File: src/rtl/fifo_pkg.sv
// Shared definitions for the FIFO read-port arbiter: FSM encoding,
// requester-ID width helper and the burst beat counter width.
package fifo_pkg;

   typedef enum logic [1:0] {
      ARB   = 2'd0,
      BURST = 2'd1,
      GAP   = 2'd2
   } arb_state_t;

   // Beat counter holds 0..BURST_LEN-1 for BURST_LEN up to 16.
   localparam int BEAT_W = 4;

   // Width of a requester index; never narrower than one bit.
   function automatic int id_w(input int n);
      return (n > 1) ? $clog2(n) : 1;
   endfunction

endpackage

File: src/rtl/fifo_rd_arbiter_rr_pick.sv
// Rotating-priority picker: first set request at or after ptr, wrapping
// from N-1 back to 0. Purely combinational.
module rr_pick
   import fifo_pkg::*;
#(
   parameter int N  = 4,
   parameter int IW = 2
) (
   input  logic [N-1:0]  req,
   input  logic [IW-1:0] ptr,
   output logic [N-1:0]  onehot,
   output logic [IW-1:0] idx,
   output logic          any
);

   logic [IW-1:0] rot_idx [N];

   // Index visited at each search offset, reduced modulo N without a divider.
   for (genvar k = 0; k < N; k++) begin : g_rot
      logic [IW:0] sum;
      assign sum        = {1'b0, ptr} + (IW+1)'(k);
      assign rot_idx[k] = (sum >= (IW+1)'(N)) ? IW'(sum - (IW+1)'(N)) : IW'(sum);
   end

   // Walk offsets in priority order and latch the first hit.
   always_comb begin
      onehot = '0;
      idx    = '0;
      any    = 1'b0;
      for (int k = 0; k < N; k++) begin
         if (!any && req[rot_idx[k]]) begin
            any                 = 1'b1;
            idx                 = rot_idx[k];
            onehot[rot_idx[k]]  = 1'b1;
         end
      end
   end

endmodule

File: src/rtl/fifo_rd_arbiter.sv
// Read-domain arbiter sharing one async-FIFO read port among NUM_REQ
// consumers. Round-robin grants held for bursts of up to BURST_LEN pops,
// pop strobe gated by the synchronised empty flag, and a valid/ID pipeline
// aligned to the RAM read latency.
// Build option FIFO_RD_ARB_PRIO0_EN: requester 0 wins every arbitration it
// requests; the round-robin pointer then only moves after non-zero grants.
//
// state | meaning
// ------+---------------------------------------------------------------
// ARB   | idle, choose next owner when any request and FIFO not empty
// BURST | grant held, pop while owner requests and FIFO not empty
// GAP   | one-cycle handoff bubble, grant cleared, no pop
module fifo_rd_arbiter
   import fifo_pkg::*;
#(
   parameter int NUM_REQ   = 4,
   parameter int BURST_LEN = 4,
   parameter int RD_LAT    = 1
) (
   input  logic                       clk_read,
   input  logic                       rst,
   input  logic [NUM_REQ-1:0]         req,
   input  logic                       fifo_empty,
   output logic                       read_fr_stk,
   output logic [NUM_REQ-1:0]         grant,
   output logic                       rd_valid,
   output logic [id_w(NUM_REQ)-1:0]   rd_id,
   output logic                       busy
);

   localparam int IW = id_w(NUM_REQ);
   localparam logic [BEAT_W-1:0] LAST_BEAT = BEAT_W'(BURST_LEN - 1);

   arb_state_t            state;
   logic [IW-1:0]         gidx;
   logic [IW-1:0]         ptr;
   logic [IW-1:0]         nxt_ptr;
   logic [BEAT_W-1:0]     beat;

   logic [NUM_REQ-1:0]    pick_oh;
   logic [IW-1:0]         pick_idx;
   logic                  pick_any;
   logic [NUM_REQ-1:0]    win_oh;
   logic [IW-1:0]         win_idx;
   logic                  win_any;

   rr_pick #(.N(NUM_REQ), .IW(IW)) u_pick (
      .req    (req),
      .ptr    (ptr),
      .onehot (pick_oh),
      .idx    (pick_idx),
      .any    (pick_any)
   );

`ifdef FIFO_RD_ARB_PRIO0_EN
   // Requester 0 overrides the rotating choice whenever it asks.
   always_comb begin
      win_oh  = pick_oh;
      win_idx = pick_idx;
      win_any = pick_any;
      if (req[0]) begin
         win_oh  = NUM_REQ'(1);
         win_idx = '0;
         win_any = 1'b1;
      end
   end
`else
   assign win_oh  = pick_oh;
   assign win_idx = pick_idx;
   assign win_any = pick_any;
`endif

   assign nxt_ptr     = (gidx == IW'(NUM_REQ - 1)) ? '0 : gidx + 1'b1;
   assign read_fr_stk = (state == BURST) && req[gidx] && !fifo_empty;
   assign busy        = (state != ARB);

   // Arbitration FSM: owner selection, beat counting and pointer rotation.
   always_ff @(posedge clk_read or negedge rst) begin
      if (!rst) begin
         state <= ARB;
         grant <= '0;
         gidx  <= '0;
         beat  <= '0;
         ptr   <= '0;
      end else begin
         case (state)
            ARB: begin
               if (win_any && !fifo_empty) begin
                  grant <= win_oh;
                  gidx  <= win_idx;
                  beat  <= '0;
                  state <= BURST;
               end else begin
                  grant <= '0;
               end
            end
            BURST: begin
               if (read_fr_stk && (beat != LAST_BEAT)) begin
                  beat <= beat + 1'b1;
               end else begin
                  state <= GAP;
                  grant <= '0;
`ifdef FIFO_RD_ARB_PRIO0_EN
                  if (gidx != '0) ptr <= nxt_ptr;
`else
                  ptr <= nxt_ptr;
`endif
               end
            end
            GAP: begin
               state <= ARB;
               grant <= '0;
            end
            default: begin
               state <= ARB;
               grant <= '0;
            end
         endcase
      end
   end

   if (RD_LAT == 0) begin : g_lat0
      assign rd_valid = read_fr_stk;
      assign rd_id    = gidx;
   end else begin : g_pipe
      logic [RD_LAT-1:0] vpipe;
      logic [IW-1:0]     ipipe [RD_LAT];

      // Delay pop strobe and owner ID to line up with RAM read data.
      always_ff @(posedge clk_read or negedge rst) begin
         if (!rst) begin
            vpipe <= '0;
            for (int i = 0; i < RD_LAT; i++) ipipe[i] <= '0;
         end else begin
            vpipe[0] <= read_fr_stk;
            ipipe[0] <= gidx;
            for (int i = 1; i < RD_LAT; i++) begin
               vpipe[i] <= vpipe[i-1];
               ipipe[i] <= ipipe[i-1];
            end
         end
      end

      assign rd_valid = vpipe[RD_LAT-1];
      assign rd_id    = ipipe[RD_LAT-1];
   end

endmodule

File: config.mk
export PLATFORM = sky130hd
export DESIGN_NAME = fifo_rd_arbiter
export DESIGN_NICKNAME = d
export VERILOG_FILES = /design/src/rtl/fifo_pkg.sv /design/src/rtl/fifo_rd_arbiter_rr_pick.sv /design/src/rtl/fifo_rd_arbiter.sv
export SDC_FILE = /design/constraint.sdc
export NUM_CORES = 1
export LEC_CHECK = 0
export ABC_AREA = 1
export BUFFER_PORTS_ARGS = -buffer_cell sky130_fd_sc_hd__clkbuf_2
export CAP_MARGIN = 10
export CELL_PAD_IN_SITES_DETAIL_PLACEMENT = 0
export CELL_PAD_IN_SITES_GLOBAL_PLACEMENT = 1
export CORE_ASPECT_RATIO = 1.4
export CORE_UTILIZATION = 38
export DETAILED_ROUTE_END_ITERATION = 8
export GPL_TIMING_DRIVEN = 1
export PLACE_DENSITY_LB_ADDON = 0.1
export SLEW_MARGIN = 20
export SYNTH_ARGS = -nofsm -noshare
export SYNTH_HDL_FRONTEND = slang
export SYNTH_SLANG_ARGS = --single-unit
File: constraint.sdc
create_clock -name clk_read -period 1.67 [get_ports clk_read]
set_clock_uncertainty 0.1 [all_clocks]
set_input_delay 0.167 -clock clk_read [delete_from_list [all_inputs] [get_ports clk_read]]
set_output_delay 0.167 -clock clk_read [all_outputs]
set_load 0.03 [all_outputs]
# == After elaboration in Yosys (flattened, before gate mapping) ==
# Cells that the tools add are included.
# word_totals
elab_cells,105
output_inout_bits,9
regBits,17
# op_classes
order_cmp,13
addsub,9
n_mux,44
eq_ne,6
reduce_logical,22
n_bitwise,4
# op_table
op,count
4-bit two-way mux,8
2-bit two-way mux,11
4-bit one-hot mux with 2 select lines,2
"2-bit by 3-bit < comparator with 1-bit output, second input constant",5
1-bit two-way mux,13
4-bit OR,3
1-bit logical AND,11
1-bit binary-select mux with 2-bit select,5
"3-bit >= comparator, second input constant",3
1-bit demux with 2-bit select,4
"2-bit by 1-bit >= comparator with 1-bit output, second input constant",4
"2-bit by 1-bit subtractor with 2-bit output, second input constant",4
"2-bit by 2-bit adder with 3-bit output, second input constant",2
2-bit AND reduction,3
"4-bit by 1-bit adder with 4-bit output, second input constant",1
1-bit logical NOT,4
"2-bit != test, second input constant",2
"4-bit by 2-bit != test with 1-bit output, second input constant",1
2-bit one-hot mux with 2 select lines,1
2-bit nonzero test,2
"2-bit by 1-bit adder with 3-bit output, second input constant",1
"2-bit by 3-bit >= comparator with 1-bit output, second input constant",1
3-bit AND reduction,1
"2-bit by 1-bit adder with 2-bit output, second input constant",1
5 further kinds,5

# == Logic depth before layout (Yosys ltp) ==
# Gate-level depths: netlist of the first run.
# logic_depth
depth_word,17
ltp_mapped,12
ltp_nobuf,11

# == Modules after synthesis ==
# Synthesis of the first run repeated with hierarchy kept, for this count alone.
# hier_totals
cells_unflattened,160
area_unflattened_um2,1233.7
# modules_own_cells
mod,cells_each,area_per_inst_um2,n_inst
fifo_rd_arbiter,86,793.3,1
rr_pick,74,440.4,1

# == Worst setup path before layout of the first run ==
# OpenSTA, ideal clock, no wires.
# synth_path
path_type,register to register
start,reg ptr[0]
end,reg gidx[0]
synth_period_minus_slack_ps,1822
required_time_ps,1453
setup_slack_ps,-152
arrival_time_ps,1605
path_buffers,1
path_stages_with_launch,13
path_cell_list,dfrtp_1 -> buf_6 -> inv_8 -> ha_1 -> inv_1 -> nand2_1 -> nand2_2 -> nor2_4 -> nand3_2 -> nand2_4 -> inv_4 -> nand3_1 -> nand2_1
# synth_between
elab_chain_cells,16
word_cells_on_any_way,39
cone_classes,add/sub (7); order compare (4); mux (20); reduce/logical (8)
# synth_rtl
item,line,source
"start, declared",fifo_rd_arbiter.sv:36,logic [IW-1:0] ptr;
"start signal, assigned",fifo_rd_arbiter.sv:106,ptr <= nxt_ptr;
"parallel branches: the longest is 16 deep, another holds 2-bit by 1-bit adder with 3-bit output",n/a,
"end signal, assigned",fifo_rd_arbiter.sv:90,gidx <= win_idx;
"end, declared",fifo_rd_arbiter.sv:35,logic [IW-1:0] gidx;
# Parallel ways; which one is timed is not known. The select of a mux whose other input is x is not followed.
# A chain may end at the register's enable or synchronous reset.

# == Worst setup path after layout of the first run ==
# layout_path
start,reg ptr[0]
end,reg grant[2]
# layout_between
elab_chain_cells,17
word_cells_on_any_way,63
cone_classes,add/sub (7); order compare (12); mux (30); bitwise (3); reduce/logical (11)
# layout_rtl
item,line,source
"parallel branches: the longest is 15 deep, another holds 2-bit by 1-bit adder with 3-bit output",n/a,
4-bit two-way mux *,fifo_rd_arbiter.sv:88,if (win_any && !fifo_empty) begin
4-bit one-hot mux with 2 select lines *,fifo_rd_arbiter.sv:86,case (state)
"end signal, assigned",fifo_rd_arbiter.sv:89,grant <= win_oh;
"end, declared",fifo_rd_arbiter.sv:25,"output logic [NUM_REQ-1:0] grant,"
# Mark *: on every way between the ends. The select of a mux whose other input is x is not followed.

==> out/qor.yml, run 1 <==
ys_seq_area_share_pct: 33.4
fp.dieH_um: 70.5
drc: 0
wl_um: 2930
fin_area_mm2: 0.00166
mostFrequentLayoutCell: "nand2_1"
status: "finished clean"
max_cap_violations: 0
path_cells: "inv_8 > ha_4 > inv_4 > nand2_2 > nand2_2 > nor2_4 > nand3_2 > nand2_4 > inv_6 > nand2_1 > nand2_1"
clockBufferDepth: 2
clock-sinks: 17
r2r-start: "ptr[0]"
reg2reg_slack_ns: 0.02
p_leak_nw: 0.885
ys.flop_type: "dfrtp_1"
syn2layout_area_growth_pct: 30.0
cts-buffers-inserted: 3
tightest_slew_ns: 0.433
setup_violations: 0
hold_path_depth: 4
clk_pin_slew_ns: 0.07
io_pins: 16
end_kind: "flip-flop"
seqCellArea_um2: 427
grt_pass1_wl_um: 5200
synth_warnings: 0
cpPeakStageDelay_ns: 0.42
wl_per_cell_um: 12.4
layout_common_cells: "nand2_1, nand3_1, dfrtp_1"
cts_tree: "yes"
first_global_vias: 1168
async_reset_ff_share_pct: 100
finalWeightedCongestion: 0.794
syn_area_mm2: 0.00127
critPathArrivalTime_ns: 1.68
synth_fp_nets: 180
max_freq_ghz: 0.606
synth_cell_type_count: 24
vias: 1146
period_share_pct: 98.8
fp.dieW_um: 51.0
antenna_left: 0
drive_gt1_share_pct: 38.6
die_area_mm2: 0.00359
worstHoldEndpoint: "state[0]"
yosys_register_bits: 17
numPortBuffers: 15
grt_max_degree: 18
min-delay-start: "fifo_empty"
ir_worst_vdd_mv: 1.26
core-area_mm2: 0.00315
grt_overflow_total: 0
hold_violations: 0
grt_usage_pct: 19.0
start_kind: "flip-flop"
h-tree-depth: 1
synthCells: 164
hold_path.class: "in -> reg"
crit_type: "reg -> reg"
power.density_mw_per_mm2: 2140
placed_cell_area_mm2: 0.00150
multi_input_area_um2: 820
clk_latency_ns: 0.24
critPathRequiredTime_ns: 1.70
critPathMaxFanout: 8
r2r-end: "grant[2]"
place_hpwl_um: 2310
drt-initial-drc-count: 29
antenna_found_initial: 0
cts_root_buf: "clkbuf_8"
nFillCells: 308
initial_utilization_pct: 40.4
slew_headroom_pct: 71.1
r2r_cells: 11
num_rows: 24
slew_violations: 0
nNetsFinal: 214
tns_ns: 0
synth.avg_cell_area_um2: 7.77
synth-edff-count: 0
viasPerCell: 4.86
first_pass_iters: 4
crit_slowest_cell: "dfrtp_2"
diodes: 0
fin_crit_ns: 1.65
rsz0062_at_grt: "yes"
[metrics by stage]
step	worst slack [ns]	instances	hold WS, ns	util (%)	total power [W]
finish	0.0202	236	0.212	52.6	0.00355
global route	-0.0903	236	0.226	52.6	0.00384
CTS	-0.00643	235	0.192	50.4	0.00336
detailed placement	-0.0589	229	0.0209	47.5	0.00297
global placement	-0.0523	229	0.0163	47.5	0.00296
floorplan	-0.0514	164	-0.229	-	0.00227
[power breakdown]
group	leakage, nW	switching (W)	internal, W
combinational	0.639	0.00156	0.00102
clock	0.0228	0.000129	0.000169
sequential	0.223	0.000102	0.000569
total	0.885	0.00179	0.00175
[logic make-up (layout without fill, tap and decap cells)]
| kind of cell | after synthesis | count (layout) | synth area share [%] |
|---|---|---|---|
| fa+ha+maj | 9 | 9 | 8.83 |
| simple gates | 103 | 103 | 42.8 |
| compound gates | 13 | 13 | 6.18 |
| flops | 17 | 17 | 33.4 |
| xor+xnor | 1 | 1 | 0.687 |
| buf+inv | 21 | 54 | 8.15 |
[timing repair]
| item | CTS | global route |
|---|---|---|
| pin swaps | 4 | 8 |
| buffers inserted | 1 | 2 |
| cloned | 0 | 0 |
| setup endpoints to repair | 9 | 12 |
| hold buffers | 1 | 0 |
| hold endpoints to repair | 17 | 0 |
| resized for setup | 9 | 18 |
[routing by layer]
| metal | vias up | share of wire (%) | track usage (%) |
|---|---|---|---|
| met3 | 2 | 1.1 | 1.29 |
| met1 | 535 | 43 | 22.7 |
| met4 | 0 | 0.82 | 5.56 |
| met5 | - | 0 | 0 |
| li1 | 602 | - | - |
| met2 | 7 | 55 | 35.1 |
[state kept, by name (all words and copies together), names as in the netlist]
signal,flops
grant,4
gidx,2
beat,4
ptr,2
rd_id,2
state,2
rd_valid,1
[critical path, delay by kind of cell, from the launching register on]
family,cells,cell delay [ns]
adders and majority gates,1,0.29
buffers and inverters,3,0.14
DFF,1,0.42
and+or+nand+nor,7,0.58
[cell usage after synthesis, types with 2 or more instances]
cell,number,area share (%)
nand2_1,47,14
nand3_1,22,8.6
dfrtp_1,17,33
inv_1,14,4.1
ha_1,9,8.8
nor2_1,8,2.4
nand2_2,7,3.4
nand2_4,7,6.2
a21oi_1,6,2.4
nand4_1,5,2.5
a21boi_0,4,2.4
inv_2,3,0.88
buf_6,2,1.8
nand3_4,2,2.7
or2_2,2,0.98
[layout make-up]
type / count / share of cell area [%]
multi-input combinational: 126 / 49.4
inverter: 19 / 5.21
clock buffer: 4 / 2.72
tap: 39 / 2.94
timing repair buffer: 31 / 14.0
sequential: 17 / 25.7
[worst max path at each step]
stage | startpoint | to | slack, ns | cells after the start
2_1_floorplan | ptr[0] | gidx[0] | -0.05 | 12
3_3_place_gp | ptr[0] | grant[3] | -0.05 | 11
3_5_place_dp | ptr[0] | grant[3] | -0.06 | 11
4_1_cts | ptr[0] | grant[3] | -0.006 | 11
5_1_grt | ptr[1] | grant[0] | -0.09 | 11
6_report | ptr[0] | grant[2] | 0.02 | 11
(Power assumes the default switching activity.)
==> run 2: changes to the inputs <==
==> constraint.sdc (replaced) <==
create_clock -name clk_read -period 1.67 [get_ports clk_read]
set_clock_uncertainty 0.1 [all_clocks]
set_input_delay 0.334 -clock clk_read [delete_from_list [all_inputs] [get_ports clk_read]]
set_output_delay 0.334 -clock clk_read [all_outputs]
set_load 0.03 [all_outputs]
==> out/qor.yml, run 2 (synthesis results as in run 1) <==
tightest_slew_ns: 0.426
hold_path.class: "reg -> reg"
crit_type: "reg -> out"
setup_violations: 1
critPathRequiredTime_ns: 1.24
fin_ws_ns: -0.000836
die_area_mm2: 0.00359
antenna_found_initial: 0
final_util_pct: 52.6
max_freq_ghz: 0.599
fp.dieW_um: 51.0
hold_violations: 0
status: "complete, but fails checks"
ir_worst_vdd_mv: 1.12
place_hpwl_um: 2310
core-area_mm2: 0.00315
num_rows: 24
syn2layout_area_growth_pct: 30.0
clk_latency_ns: 0.25
nNetsFinal: 215
layout_common_cells: "nand2_1, nand3_1, dfrtp_1"
wl_um: 3040
rsz0062_at_grt: "yes"
grt_max_degree: 18
numPortBuffers: 15
diodes: 0
cts_tree: "yes"
period_share_pct: 100
power_w: 0.00353
vias: 1145
clockBufferDepth: 2
reg.largest.list: "beat: 4 flops, grant: 4 flops"
wl_per_cell_um: 12.8
mostFrequentLayoutCell: "nand2_1"
power.density_mw_per_mm2: 2130
initial_utilization_pct: 40.4
drt-initial-drc-count: 12
critPathArrivalTime_ns: 1.24
first_pass_iters: 4
start_kind: "flip-flop"
h-tree-depth: 1
grt_usage_pct: 19.0
io_pins: 16
p_leak_nw: 0.885
first_global_vias: 1228
nFillCells: 337
end_kind: "primary output"
drc: 0
grt_overflow_total: 0
fin_crit_ns: 1.67
violations: "setup timing"
fp.dieH_um: 70.5
antenna_left: 0
clk_pin_slew_ns: 0.07
grt_pass1_wl_um: 5310
drive_gt1_share_pct: 38.9
cts-buffers-inserted: 3
cts_root_buf: "clkbuf_8"
finalWeightedCongestion: 0.786
slew_violations: 0
slew_headroom_pct: 71.6
critPathMaxFanout: 4
viasPerCell: 4.83
clock-sinks: 17
max_cap_violations: 0
fin_hold_ws_ns: 0.377
-- run 2: cell count changes in the layout (fill, tap and decap cells not counted), sizes merged --
cell,before,now
clkinv,0,1
buf,16,17
clkbuf,18,17
-- run 2: layout make-up --
type                            count  area [um2]  share of cell area [%]
Multi-Input combinational cell    126         811                    48.9
Inverter                           19        86.3                    5.21
Timing Repair Buffer               32         239                    14.4
Clock inverter                      1        5.00                   0.302
Clock buffer                        3        41.3                    2.49
Sequential cell                    17         427                    25.7
Tap cell                           39        48.8                    2.94
-- run 2: per-stage QoR --
step | std cells | setup WS [ns] | TNS [ns] | instance area (um2)
after floorplan | 164 | -0.0514 | -0.376 | 1290
after detailed placement | 230 | -0.0383 | -0.133 | 1510
after CTS | 236 | -0.0303 | -0.0303 | 1610
after global placement | 230 | -0.0425 | -0.105 | 1510
after global routing | 237 | -0.0818 | -0.634 | 1660
final | 237 | -0.000836 | -0.000836 | 1660
-- run 2: worst max-delay path, stage by stage, from the launching register on --
cell     delay [ns]
dfrtp_1        0.42
inv_1          0.08
nand2_1        0.07
nand3_2        0.07
nand2_2        0.06
a21oi_4        0.15
buf_8          0.14
-- run 2: path summary, 6_finish.rpt --
| path | depth (start not counted) | end | start | slack [ns] |
|---|---|---|---|---|
| setup reg to reg | 11 | beat[0] | ptr[0] | 0.02 |
| setup / recovery | 6 | read_fr_stk | gidx[0] | -0.0008 |
| min in group asynchronous | 2 | grant[2] | rst | 0.45 |
| max in group asynchronous | 2 | ptr[0] | rst | 0.70 |
| hold / removal | 2 | grant[1] | grant[1] | 0.38 |
| hold reg to reg | 2 | grant[1] | grant[1] | 0.38 |
-- run 2: power by group --
part	internal (W)	switching, W	leakage (nW)
Sequential	0.000568	0.000102	0.223
Clock	0.000165	0.000135	0.0255
Combinational	0.00101	0.00154	0.637
Total	0.00175	0.00178	0.885
-- run 2: per-layer routing --
layer	vias to the layer above	wire length, um	GRT usage (%)
li1	600	-	-
met1	538	1300	22.1
met2	5	1700	35.8
met3	2	19	1.29
met4	0	17	5.86
met5	-	0	0
-- run 2: what timing repair did --
item | CTS | global route
pin swaps | 3 | 4
setup buffers | 2 | 1
hold endpoints to repair | 17 | 0
endpoints found under the setup margin | 9 | 12
hold buffers | 1 | 0
resized for setup | 10 | 15
==> run 3: changes to the inputs <==
BUFFER_PORTS_ARGS = default   (was -buffer_cell sky130_fd_sc_hd__clkbuf_2)
CORE_MARGIN = 4   (was default)
CORE_UTILIZATION = 41   (was 38)
DONT_BUFFER_PORTS = 1   (was default)
==> out/qor.yml, run 3 (synthesis results as in run 1) <==
first_pass_iters: 4
p_leak_nw: 0.834
h-tree-depth: 1
seqCellArea_um2: 427
fin_crit_ns: 1.68
internal-power_w: 0.00175
fp.dieW_um: 55.1
fin_ws_ns: -0.0134
grt_overflow_total: 0
crit_type: "reg -> out"
power_w: 0.00358
core-area_mm2: 0.00294
cts_tree: "yes"
max_freq_ghz: 0.594
reg.largest.list: "beat: 4 flops, grant: 4 flops"
cts-buffers-inserted: 3
viasPerCell: 5.10
pre_cts_slack_ns: -0.0670
first_global_vias: 1185
nFillCells: 307
combPwrFrac_pct: 68.8
initial_utilization_pct: 43.4
seqPwrFrac_pct: 22.9
drive_gt1_share_pct: 40.8
pwr-share-clk_pct: 8.3
grt_max_degree: 18
cp_num_buf_inv: 2
rsz0062_at_grt: "yes"
grt_usage_pct: 17.9
antenna_left: 0
multi_input_area_um2: 847
status: "complete, but fails checks"
die_area_mm2: 0.00408
hold_violations: 0
clock-sinks: 17
layout_common_cells: "nand2_1, nand2_2, nand3_1"
power.density_mw_per_mm2: 2220
mostFrequentLayoutCell: "nand2_1"
critPathMaxFanout: 4
clk_pin_slew_ns: 0.06
num_rows: 23
clockBufferDepth: 2
max_cap_violations: 0
crit_family: "flip-flops"
tightest_slew_ns: 0.784
cts_root_buf: "clkbuf_8"
path_cells: "inv_2 > nand2_2 > nand3_2 > nand2_2 > a21oi_4 > buf_6"
p_sw_w: 0.00184
drt-initial-drc-count: 36
final_util_pct: 55.0
clk_latency_ns: 0.25
fp.dieH_um: 74.0
switching_share_pct: 51.3
wl_um: 3160
cpPeakStageDelay_ns: 0.43
vias: 1126
end_kind: "primary output"
io_pins: 16
fin_hold_ws_ns: 0.300
critPathArrivalTime_ns: 1.25
antenna_found_initial: 0
violations: "setup timing"
syn2layout_area_growth_pct: 26.7
place_hpwl_um: 2390
hold_path.class: "in -> reg"
wl_per_cell_um: 14.3
tns_ns: -0.0134
start_kind: "flip-flop"
critPathRequiredTime_ns: 1.24
grt_pass1_wl_um: 5330
diodes: 0
numPortBuffers: 0
slew_headroom_pct: 47.6
finalWeightedCongestion: 0.732
period_share_pct: 101
setup_violations: 1
crit_slowest_cell: "dfrtp_1"
drc: 0
crit_top_cell: "nand2_2"
nNetsFinal: 201
slew_violations: 0
ir_worst_vdd_mv: 1.23
run 3: final timing paths:
kind | slack, ns | to | startpoint | cells after the start
hold / removal | 0.30 | state[0] | fifo_empty | 3
hold reg to reg | 0.40 | rd_id[1] | gidx[1] | 1
max in group asynchronous | 0.42 | ptr[0] | rst | 1
setup reg to reg | 0.01 | grant[0] | ptr[0] | 10
setup / recovery | -0.01 | read_fr_stk | gidx[0] | 6
min in group asynchronous | 0.51 | gidx[1] | rst | 1
run 3: power groups by stage:
stage	sequential, W	clock (W)	combinational, W
after global routing	0.000842	0.000328	0.00272
after floorplan	0.000812	0	0.00146
after detailed placement	0.000827	0	0.00212
final	0.000822	0.000297	0.00247
after global placement	0.000822	0	0.00210
after CTS	0.000823	0.000316	0.00224
run 3: worst min-delay path: cells and delay by family:
family / cells / cell delay, ns
and+or+nand+nor: 3 / 0.26
run 3: metrics by stage:
stage                     instances  cell area (um2)
after floorplan                 164             1290
after global placement          214             1440
after detailed placement        214             1440
after CTS                       220             1540
after global routing            221             1620
final                           221             1620
run 3: cell type report:
class                           instances  area share [%]
Clock buffer                            4            2.79
Inverter                               19            5.50
Multi-Input combinational cell        126            52.4
Sequential cell                        17            26.4
Tap cell                               37            2.87
Timing Repair Buffer                   18            9.99
run 3: timing repair:
action,4_1_cts,5_1_grt
buffers inserted,2,1
hold buffers,1,0
pin swaps,6,6
endpoints found under the hold margin,17,0
gates resized for setup,12,24
setup endpoints to repair,9,11
run 3: per-layer routing:
layer / vias to the layer above / wire length [um] / track usage, %
met4: 0 / 76 / 8.11
met3: 7 / 68 / 1.60
met5: - / 0 / 0
li1: 569 / - / -
met2: 19 / 1780 / 32.0
met1: 531 / 1230 / 20.9
